$ cat src/rtl/serial_pkg.sv
// Shared serial-link definitions: framing FSM state encodings and the default
// line level, used by the transmit serializer and the receive-side framing logic.
package serial_pkg;

    typedef enum logic {
        ST_IDLE  = 1'b0,
        ST_SHIFT = 1'b1
    } serial_state_e;

    localparam logic IDLE_LEVEL_DEFAULT = 1'b0;

endpackage : serial_pkg

$ cat src/rtl/piso.sv
// Parallel-in/serial-out transmitter for the stepper-driver serial link: takes a
// word over valid/ready and shifts it out LSB-first, one bit per en_in strobe.
module piso
    import serial_pkg::*;
#(
    parameter int unsigned SIZE       = 8,
    parameter logic        IDLE_LEVEL = IDLE_LEVEL_DEFAULT
) (
    input  logic            clk_in,
    input  logic            rst_in,
    input  logic [SIZE-1:0] data_in,
    input  logic            valid_in,
    output logic            ready_out,
    input  logic            en_in,
    output logic            data_out,
    output logic            busy_out,
    output logic            done_out
);

    localparam int unsigned   CW       = (SIZE > 1) ? $clog2(SIZE) : 1;
    localparam logic [CW-1:0] LAST_BIT = CW'(SIZE - 1);

    serial_state_e   state_q, state_d;
    logic [SIZE-1:0] shreg_q, shreg_d;
    logic [CW-1:0]   cnt_q,   cnt_d;
    logic            data_q,  data_d;
    logic            ready_q, ready_d;
    logic            busy_q,  busy_d;
    logic            done_q,  done_d;
    logic [SIZE-1:0] shifted_s;

    assign shifted_s = shreg_q >> 1;

    // State and output registers; reset aborts any word in flight without a done pulse.
    always_ff @(posedge clk_in) begin
        if (rst_in) begin
            state_q <= ST_IDLE;
            shreg_q <= '0;
            cnt_q   <= '0;
            data_q  <= IDLE_LEVEL;
            ready_q <= 1'b1;
            busy_q  <= 1'b0;
            done_q  <= 1'b0;
        end else begin
            state_q <= state_d;
            shreg_q <= shreg_d;
            cnt_q   <= cnt_d;
            data_q  <= data_d;
            ready_q <= ready_d;
            busy_q  <= busy_d;
            done_q  <= done_d;
        end
    end

    // Next-state logic; data_d always carries the bit for the coming bit period.
    always_comb begin
        state_d = state_q;
        shreg_d = shreg_q;
        cnt_d   = cnt_q;
        data_d  = data_q;
        ready_d = ready_q;
        busy_d  = busy_q;
        done_d  = 1'b0;

        case (state_q)
            ST_IDLE: begin
                ready_d = 1'b1;
                busy_d  = 1'b0;
                data_d  = IDLE_LEVEL;
                if (valid_in) begin
                    shreg_d = data_in;
                    data_d  = data_in[0];
                    cnt_d   = '0;
                    ready_d = 1'b0;
                    busy_d  = 1'b1;
                    state_d = ST_SHIFT;
                end else begin
                    state_d = ST_IDLE;
                end
            end
            ST_SHIFT: begin
                if (en_in) begin
                    if (cnt_q == LAST_BIT) begin
                        data_d  = IDLE_LEVEL;
                        done_d  = 1'b1;
                        busy_d  = 1'b0;
                        ready_d = 1'b1;
                        state_d = ST_IDLE;
                    end else begin
                        shreg_d = shifted_s;
                        data_d  = shifted_s[0];
                        cnt_d   = cnt_q + CW'(1);
                    end
                end else begin
                    state_d = ST_SHIFT;
                end
            end
            default: begin
                state_d = ST_IDLE;
                data_d  = IDLE_LEVEL;
                ready_d = 1'b1;
                busy_d  = 1'b0;
            end
        endcase
    end

    assign data_out  = data_q;
    assign ready_out = ready_q;
    assign busy_out  = busy_q;
    assign done_out  = done_q;

endmodule : piso

$ cat config.mk
export PLATFORM = sky130hd
export DESIGN_NAME = piso
export DESIGN_NICKNAME = d
export VERILOG_FILES = /design/src/rtl/serial_pkg.sv /design/src/rtl/piso.sv
export SDC_FILE = /design/constraint.sdc
export NUM_CORES = 1
export LEC_CHECK = 0
export BUFFER_PORTS_ARGS = -buffer_cell sky130_fd_sc_hd__buf_2
export CAP_MARGIN = 40
export CORE_MARGIN = 5
export CORE_UTILIZATION = 30
export DETAILED_ROUTE_END_ITERATION = 16
export SLEW_MARGIN = 10
export SYNTH_ARGS = -nofsm -noshare
export SYNTH_HDL_FRONTEND = slang
export SYNTH_SLANG_ARGS = --single-unit
$ cat constraint.sdc
create_clock -name clk_in -period 1.5 [get_ports clk_in]
set_input_delay 0.075 -clock clk_in [delete_from_list [all_inputs] [get_ports clk_in]]
set_output_delay 0.075 -clock clk_in [all_outputs]
set_load 0.1 [all_outputs]
==> reports/summary.txt, run 1 <==
Std-Cell Rows - 16
Worst Path Arrival - 1.60 ns
Worst reg2reg setup slack - 0.12 ns
Die area - 3140 um^2
Endpoint class of the critical path - register
Total grt overflow - 0
Post-synthesis sequential area ratio - 47.2%
Placed insts - 108
Reg2reg start - cnt_q[0]$_SDFFE_PP0P_
Num CTS Buffers - 3
Syn nets - 83
Root buffer cell - clkbuf_4
Vias/cell - 5.14
Vias in the first global route - 547
Slew Limit Fails - 0
N_diodes - 0
Worst path bufs/invs - 0
Drt pass-1 iters - 4
Reg2reg end - cnt_q[0]$_SDFFE_PP0P_
Hold_ws - 0.0288 ns
Worst hold stages - 3
Synth Area per Inst - 9.21 um^2
R2R depth - 5
Largest net degree at the start of global routing - 16
Rel. slew slack - 67.7%
Fill cells - 209
Crit path cell chain - ha_1 -> ha_2 -> nand3b_1 -> or2_1 -> a21oi_1
Core Box Area - 1980 um^2
Distinct cell type count after synthesis - 18
Finished Cell Area - 766 um^2
Layout cells sized above 1 - 28.2%
Post-synthesis instance total - 69
Max FO, Critical Path - 5
Hpwl dp - 984 um
Final hold viol count - 0
Fin util - 38.6%
Hold EP - shreg_q[7]$_SDFFE_PP0P_
Maximum clock insertion buffer count - 2
Cell with the largest stage delay on the worst path - dfxtp_1
Die Wd - 56.0 um
Routability cong. - 0.703
Status - complete, no violations
Final setup vio count - 0
CTS tree - yes
Crit path time final - 1.38 ns
Most frequent cells in the layout - dfxtp_1, buf_2, nand3_1, a21oi_1, a32oi_1
Setup Buffers After CTS - 0
Unrepaired setup endpoints after global routing - no
Clk pin slew, worst setup/hold paths - 0.09 ns
Placed inst area - 733 um^2
IO buf count - 15
P_leak - 0.291 nW
Clock sink count - 15
Initial Util - 32.1%
Vias - 576
Min-delay src - data_in[7]
Final layout net count - 100
# DRC - 0
WL/cell - 12.3 um
# H-tree levels - 1
Area growth from synthesis to layout - 20.5%
Worst path required time - 1.72 ns
Chip height - 56.0 um
Synth warn - 0
Starting DRC count in detailed routing - 7
Setup Total Neg Slack - 0 ns
Clock Latency Late Sink - 0.28 ns
Antenna violations before repair - 0
WS Path Type - reg -> reg
Cell area power density - 1050 nW/um^2
I/O Pins - 16
CP startpoint - cnt_q[0]$_SDFFE_PP0P_
Peak supply drop - 0.000537 V
Worst hold path class - in -> reg
Routed Antenna Nets - 0
Wirelength, routed - 1380 um
Global-route wire length before repair - 2360 um
Largest delay share family, worst path - simple AND/OR/NAND/NOR gates
Max Cap Viol - 0
CP Launch Type - register
Gr usage total - 9.63%
Worst Clk Skew - 0.00483 ns
Largest stage delay, worst path - 0.33 ns
Slew @ Worst Pin - 0.483 ns
Max Fclk - 724 MHz
Synthesized area - 636 um^2
Synth Register Bits - 15
Final std cells w/o fill - 112
Period utilization - 92.1%
per-stage QoR:
stage	total power, mW	worst slack (ns)
6_report	0.806	0.119
2_1_floorplan	0.548	0.126
5_1_grt	0.860	0.0203
3_5_place_dp	0.587	0.0908
4_1_cts	0.819	0.0676
3_3_place_gp	0.585	0.123
registers in the layout, summed over array words and instances, names as in the netlist:
register and flops:
shreg_q 7, busy_out 1, state_q 1, done_out 1
cnt_q 3, ready_out 1, data_out 1
area by class of cell:
cell class | count | area, um^2 | share of cell area [%]
clock buffers | 4 | 26.3 | 3.43
multi-input cells | 48 | 304 | 39.7
flip-flops and latches | 15 | 300 | 39.2
well taps | 27 | 33.8 | 4.41
repair buffers | 18 | 101 | 13.2
cells in the mapped netlist (all sizes together):
cell type   n  area [um^2]
dfxtp      15          300
nand2b      3         21.3
nand3      13         65.1
buf         4         26.3
nand2       2         7.51
a21bo       1         10.0
a32oi       6         52.6
a311oi      1         8.76
ha          2         25.0
clkbuf      2         7.51
a21oi      13         65.1
nor3b       1         7.51
o21ai       1         5.00
or2         1         6.26
nor2b       2         12.5
nand3b      2         15.0
power breakdown:
group | total, mW | switching (mW) | internal (mW)
registers | 0.438 | 0.0174 | 0.420
logic | 0.141 | 0.0943 | 0.0462
clock network | 0.227 | 0.124 | 0.103
worst max-delay path by stage:
stage / endpoint / slack, ns / cells after the start
4_1_cts: shreg_q[3]$_SDFFE_PP0P_ / 0.07 / 6
3_5_place_dp: shreg_q[3]$_SDFFE_PP0P_ / 0.09 / 6
6_report: cnt_q[0]$_SDFFE_PP0P_ / 0.12 / 5
5_1_grt: cnt_q[0]$_SDFFE_PP0P_ / 0.02 / 5
3_3_place_gp: shreg_q[6]$_SDFFE_PP0P_ / 0.12 / 6
2_1_floorplan: data_out$_SDFFE_PP0P_ / 0.13 / 2
per-layer routing:
metal	global-route usage (%)	vias up	share of wire, %
li1	-	289	-
met1	11.5	265	44
met2	14.5	20	46
met3	5.57	2	9.0
met4	3.05	0	0.51
met5	0	-	0
kinds of logic (layout without fill, tap and decap cells):
logic type      Yosys count  count (layout)  share of synthesized area (%)
compound gates           22              22                           22.2
fa+ha+maj                 2               2                           3.94
buf+inv                   6              22                           5.31
flops                    15              15                           47.2
simple gates             24              24                           21.3
worst register-to-register path, stage by stage (launching register included):
cell and delay [ns]:
dfxtp_1 0.33, ha_1 0.20, ha_2 0.19, nand3b_1 0.21, or2_1 0.26, a21oi_1 0.13
timing repair:
| action | 4_1_cts | 5_1_grt |
|---|---|---|
| hold buffers | 0 | 0 |
| endpoints found under the setup margin | 0 | 8 |
| resized for setup | 0 | 2 |
Power figures use the tool's default switching activity.
==> run 2, diff against run 1 <==
--- a/config.mk
+++ b/config.mk
@@ -5,6 +5,7 @@
 export SDC_FILE = /design/constraint.sdc
 export NUM_CORES = 1
 export LEC_CHECK = 0
+export ABC_AREA = 1
 export BUFFER_PORTS_ARGS = -buffer_cell sky130_fd_sc_hd__buf_2
 export CAP_MARGIN = 40
 export CORE_MARGIN = 5
==> run 2 against run 1 <==
Compared with the run above:
- first-iteration DRC count rose by 14%
- design area grew 17%
- sequential power hardly changed
- largest cell class unchanged
- highest routed layer unchanged
==> reports/summary.txt, run 2 <==
Status - complete, no violations
Switching Fraction - 31.8%
Slew Limit Fails - 0
CP startpoint - cnt_q[0]$_SDFFE_PP0P_
Metal3 WL - 56 um
Syn nets - 116
# H-tree levels - 1
Clk pin slew, worst setup/hold paths - 0.09 ns
Synth Area per Inst - 7.47 um^2
Routability cong. - 0.754
Initial Util - 31.0%
Core Box Area - 2450 um^2
IO buf count - 15
Top reg by flops - shreg_q
Worst path required time - 1.68 ns
Fin util - 36.4%
WS Path Type - reg -> reg
Drt pass-1 iters - 4
Reg2reg start - cnt_q[0]$_SDFFE_PP0P_
Wirelength, routed - 1500 um
Vias/cell - 4.50
Chip height - 60.4 um
Period utilization - 91.6%
Routed Antenna Nets - 0
Top Registers - shreg_q: 7 flops, cnt_q: 3 flops
Final layout net count - 136
Num CTS Buffers - 3
Sequential Power Share - 50.2%
Synth Register Bits - 15
Setup Total Neg Slack - 0 ns
Ys flop type - dfxtp_1
Reg2reg end - shreg_q[7]$_SDFFE_PP0P_
Unrepaired setup endpoints after global routing - no
Setup WS pre-CTS - 0.103 ns
Worst Clk Skew - 0.00243 ns
Clock sink count - 15
Clock Power Share - 26.0%
Die Wd - 60.4 um
Most common library cells after synthesis - nand2_1, dfxtp_1, a21oi_1
Max Fclk - 728 MHz
Number of flip-flops in the largest register - 7
Rel. slew slack - 67.9%
Die area - 3650 um^2
Metal1 wirelength - 747 um
Post-synth EDFFs - 0
Hpwl dp - 1110 um
Switching power total - 280 uW
Routed length on met2 - 682 um
Largest net degree at the start of global routing - 19
Crit path time final - 1.37 ns
Vias in the first global route - 620
Hold-fix buffers, CTS - 0
Worst path bufs/invs - 1
P_leak - 0.439 nW
Cell taking the most area after synthesis - dfxtp_1
Post-synthesis sequential area ratio - 39.4%
Final hold viol count - 0
Vias - 679
Global-route wire length before repair - 2610 um
Hold_ws - 0.0325 ns
Peak supply drop - 0.000524 V
Total grt overflow - 0
Endpoint class of the critical path - register
R2R depth - 8
Fill cells - 258
Setup ws final - 0.126 ns
Starting DRC count in detailed routing - 8
Highest Signal Layer - met4
Largest delay share family, worst path - simple AND/OR/NAND/NOR gates
Most frequent cells in the layout - nand2_1, dfxtp_1, buf_2
Synth warn - 0
Cell Int Power - 600 uW
Max Cap Viol - 0
Async set or reset register ratio after synthesis - 0%
Post-synthesis instance total - 102
Largest cells by area after synthesis - dfxtp_1, nand2_1, a21oi_1, nand3b_1, buf_6
Final setup vio count - 0
Max FO, Critical Path - 16
Post-CTS sizing - 0
Setup Buffers After CTS - 0
N_diodes - 0
# DRC - 0
Layout cells sized above 1 - 24.0%
End of the critical path - shreg_q[7]$_SDFFE_PP0P_
Clock Latency Late Sink - 0.28 ns
Gr usage total - 9.53%
Std-Cell Rows - 18
Largest stage delay, worst path - 0.32 ns
WL/cell - 9.93 um
Cell with the largest stage delay on the worst path - dfxtp_1
Commonest non-fill, non-tap cell in the layout - nand2_1
Maximum clock insertion buffer count - 2
WP depth - 8
Root buffer cell - clkbuf_4
Worst reg2reg setup slack - 0.13 ns
Comb power frac - 23.8%
Slew @ Worst Pin - 0.485 ns
I/O Pins - 16
Distinct cell type count after synthesis - 20
Worst Path Arrival - 1.55 ns
Cell area power density - 984 nW/um^2
Area growth from synthesis to layout - 17.4%
Most common cell in the netlist - nand2_1
Antenna violations before repair - 0
Synth top area share - 39.4%
Total power - 880 uW
CP Launch Type - register
Worst hold path class - in -> reg
Crit path cell chain - ha_1 -> ha_1 -> inv_1 -> nand3_4 -> nand2_2 -> nand2_1 -> nand2_1 -> nor2_1
CTS tree - yes
Synthesized area - 762 um^2
run 2: cell count changes after synthesis, moves of 3 or more:
cell	previous run	this run
nand3b_1	2	5
nand3_1	13	5
nand2_1	2	36
nor2_1	0	8
inv_1	0	5
a32oi_1	6	0
run 2: layer usage:
metal | global-route usage (%) | up-vias
met3 | 2.13 | 2
met1 | 12.3 | 299
li1 | - | 372
met5 | 0 | -
met4 | 4.75 | 0
met2 | 15.0 | 6
run 2: layout make-up:
type                       instances  area [um^2]  area share [%]
sequential                        15          300            33.6
inverter                           7         26.3            2.94
tap                               30         37.5            4.20
multi-input combinational         76          399            44.6
clock buffer                       4         26.3            2.94
timing repair buffer              19          105            11.7
run 2: power by group through the flow:
| stage | Combinational [mW] | Sequential, mW | Clock, mW |
|---|---|---|---|
| floorplan | 0.123 | 0.497 | 0 |
| global placement | 0.208 | 0.450 | 0 |
| detailed placement | 0.211 | 0.451 | 0 |
| CTS | 0.212 | 0.441 | 0.246 |
| global route | 0.236 | 0.445 | 0.259 |
| finish | 0.210 | 0.441 | 0.229 |
run 2: how the worst min path moves through the flow:
stage	start	to	slack [ns]	depth (start not counted)
floorplan	rst_in	busy_out$_SDFFE_PP0P_	0.14	1
global placement	rst_in	busy_out$_SDFFE_PP0P_	0.33	2
detailed placement	rst_in	state_q$_SDFF_PP0_	0.33	2
CTS	rst_in	cnt_q[2]$_SDFFE_PP0P_	0.02	2
global route	rst_in	state_q$_SDFF_PP0_	0.04	2
finish	rst_in	cnt_q[1]$_SDFFE_PP0P_	0.03	2
run 2: kinds of logic (layout without fill, tap and decap cells):
| family | count (synthesis) | count (layout) | share of synthesized area, % |
|---|---|---|---|
| adders and majority gates | 2 | 2 | 3.28 |
| AOI/OAI and AO/OA | 14 | 14 | 11.2 |
| DFF | 15 | 15 | 39.4 |
| buffers and inverters | 11 | 30 | 8.54 |
| and+or+nand+nor | 60 | 60 | 37.6 |
run 2: through the flow:
stage | std cells | cell area [um^2]
2_1_floorplan | 102 | 762
3_3_place_gp | 147 | 866
3_5_place_dp | 147 | 866
4_1_cts | 151 | 892
5_1_grt | 151 | 895
6_report | 151 | 895
==> run 3, diff against run 2 <==
--- a/config.mk
+++ b/config.mk
@@ -10,6 +10,7 @@
 export CAP_MARGIN = 40
 export CORE_MARGIN = 5
 export CORE_UTILIZATION = 30
+export CTS_BUF_LIST = sky130_fd_sc_hd__clkbuf_4 sky130_fd_sc_hd__clkbuf_8
 export DETAILED_ROUTE_END_ITERATION = 16
 export SLEW_MARGIN = 10
 export SYNTH_ARGS = -nofsm -noshare
==> constraint.sdc (replaced) <==
create_clock -name clk_in -period 1.65 [get_ports clk_in]
set_input_delay 0.0825 -clock clk_in [delete_from_list [all_inputs] [get_ports clk_in]]
set_output_delay 0.0825 -clock clk_in [all_outputs]
set_load 0.1 [all_outputs]
==> run 3 against run 2 <==
Compared with the run above:
- sequential share of layout area increased by 0.82 points
- power decreased by 9.4%
- critical endpoint unchanged
- largest power group unchanged
- core utilization fell by 0.87 points
==> reports/summary.txt, run 3 (same netlist as run 2, synthesis figures left out) <==
Status - complete, no violations
Vias in the first global route - 655
Vias - 663
Crit path time final - 1.49 ns
Final hold viol count - 0
Area growth from synthesis to layout - 14.6%
Starting DRC count in detailed routing - 16
# DRC - 0
Multi-input logic area - 399 um^2
Cell area power density - 913 nW/um^2
Number of flip-flops in the largest register - 7
Slew Limit Fails - 0
Worst Path Arrival - 1.67 ns
Clock sink count - 15
Largest net degree at the start of global routing - 19
Worst Clk Skew - 0.00626 ns
Core Box Area - 2450 um^2
Top Registers - shreg_q: 7 flops, cnt_q: 3 flops
Final setup vio count - 0
Std-Cell Rows - 18
Finished Cell Area - 873 um^2
Num CTS Buffers - 3
Hold-fix buffers, CTS - 0
Final layout net count - 133
Drt pass-1 iters - 4
Initial Util - 31.0%
Unrepaired setup endpoints after global routing - no
CTS tree - yes
Antenna violations before repair - 0
Sequential cell area - 300 um^2
Vias/cell - 4.48
Endpoint class of the critical path - register
Peak supply drop - 0.000514 V
Commonest non-fill, non-tap cell in the layout - nand2_1
Routability cong. - 0.762
Slew @ Worst Pin - 0.486 ns
Cell with the largest stage delay on the worst path - dfxtp_1
Chip height - 60.4 um
Placed inst area - 843 um^2
Period utilization - 90.3%
Die Wd - 60.4 um
Largest stage delay, worst path - 0.33 ns
Layout cells sized above 1 - 23.7%
Max FO, Critical Path - 16
Maximum clock insertion buffer count - 2
Setup Total Neg Slack - 0 ns
P_leak - 0.427 nW
WL/cell - 10.5 um
I/O Pins - 16
Rel. slew slack - 67.8%
Top reg by flops - shreg_q
Fill cells - 258
Hpwl dp - 1130 um
Total power - 797 uW
Most frequent cells in the layout - nand2_1, dfxtp_1, buf_2
Worst path required time - 1.83 ns
Total grt overflow - 0
Routed Antenna Nets - 0
Crit path cell chain - ha_1 -> ha_1 -> inv_2 -> nand3_4 -> nand2_2 -> nand2_1 -> nand2_1 -> nor2_1
Wirelength, routed - 1560 um
Clk pin slew, worst setup/hold paths - 0.09 ns
Worst hold path class - in -> reg
Root buffer cell - clkbuf_4
# H-tree levels - 1
N_diodes - 0
IO buf count - 15
Gr usage total - 10.1%
Die area - 3650 um^2
Max Cap Viol - 0
CP Launch Type - register
Max Fclk - 671 MHz
Setup Buffers After CTS - 0
Clock Latency Late Sink - 0.28 ns
WS Path Type - reg -> reg
Global-route wire length before repair - 2750 um
-- run 3: cell count changes in the layout (fill, tap and decap cells not counted) --
cell	delta
clkinv_2	+1
inv_1	-1
inv_2	+1
clkbuf_1	-1
buf_4	-3
-- run 3: final cells by class --
| type | count | area share, % |
|---|---|---|
| Multi-Input combinational cell | 76 | 45.7 |
| Timing Repair Buffer | 16 | 9.46 |
| Tap cell | 30 | 4.30 |
| Inverter | 7 | 3.01 |
| Sequential cell | 15 | 34.4 |
| Clock buffer | 3 | 2.58 |
| Clock inverter | 1 | 0.573 |
-- run 3: where the power goes --
group	switching [mW]	internal (mW)
clock network	0.116	0.0898
registers	0.0126	0.389
logic	0.130	0.0598
total	0.259	0.539
-- run 3: worst paths after layout --
| kind | slack [ns] | end | start | cells after the start |
|---|---|---|---|---|
| hold reg to reg | 0.47 | busy_out$_SDFFE_PP0P_ | busy_out$_SDFFE_PP0P_ | 2 |
| hold / removal | 0.04 | state_q$_SDFF_PP0_ | rst_in | 2 |
| setup reg to reg | 0.16 | shreg_q[7]$_SDFFE_PP0P_ | cnt_q[0]$_SDFFE_PP0P_ | 8 |
| setup / recovery | 0.16 | shreg_q[7]$_SDFFE_PP0P_ | cnt_q[0]$_SDFFE_PP0P_ | 8 |
-- run 3: through the flow --
step	utilization [%]	hold slack, ns	setup slack, ns	cells
3_3_place_gp	34.4	0.331	0.172	144
5_1_grt	35.6	0.0402	0.0401	148
4_1_cts	35.5	0.0320	0.0666	148
3_5_place_dp	34.4	0.336	0.0677	144
2_1_floorplan	-	0.152	0.272	102
6_report	35.6	0.0400	0.159	148
-- run 3: what timing repair did --
action,in CTS,in global routing
resized for setup,0,2
endpoints found under the hold margin,0,0
setup endpoints to repair,0,1
-- run 3: layer usage --
| layer | global-route usage [%] | part of all wire, % | vias to the layer above |
|---|---|---|---|
| met5 | 0 | 0 | - |
| met4 | 6.33 | 1.2 | 0 |
| met3 | 2.13 | 3.8 | 2 |
| met2 | 16.2 | 47 | 10 |
| met1 | 12.4 | 48 | 284 |
| li1 | - | - | 367 |
-- run 3: critical path, delay by kind of cell, from the launching register on --
family	cells	cell delay [ns]
buffers and inverters	1	0.12
adders and majority gates	2	0.44
DFF	1	0.33
and+or+nand+nor	5	0.49
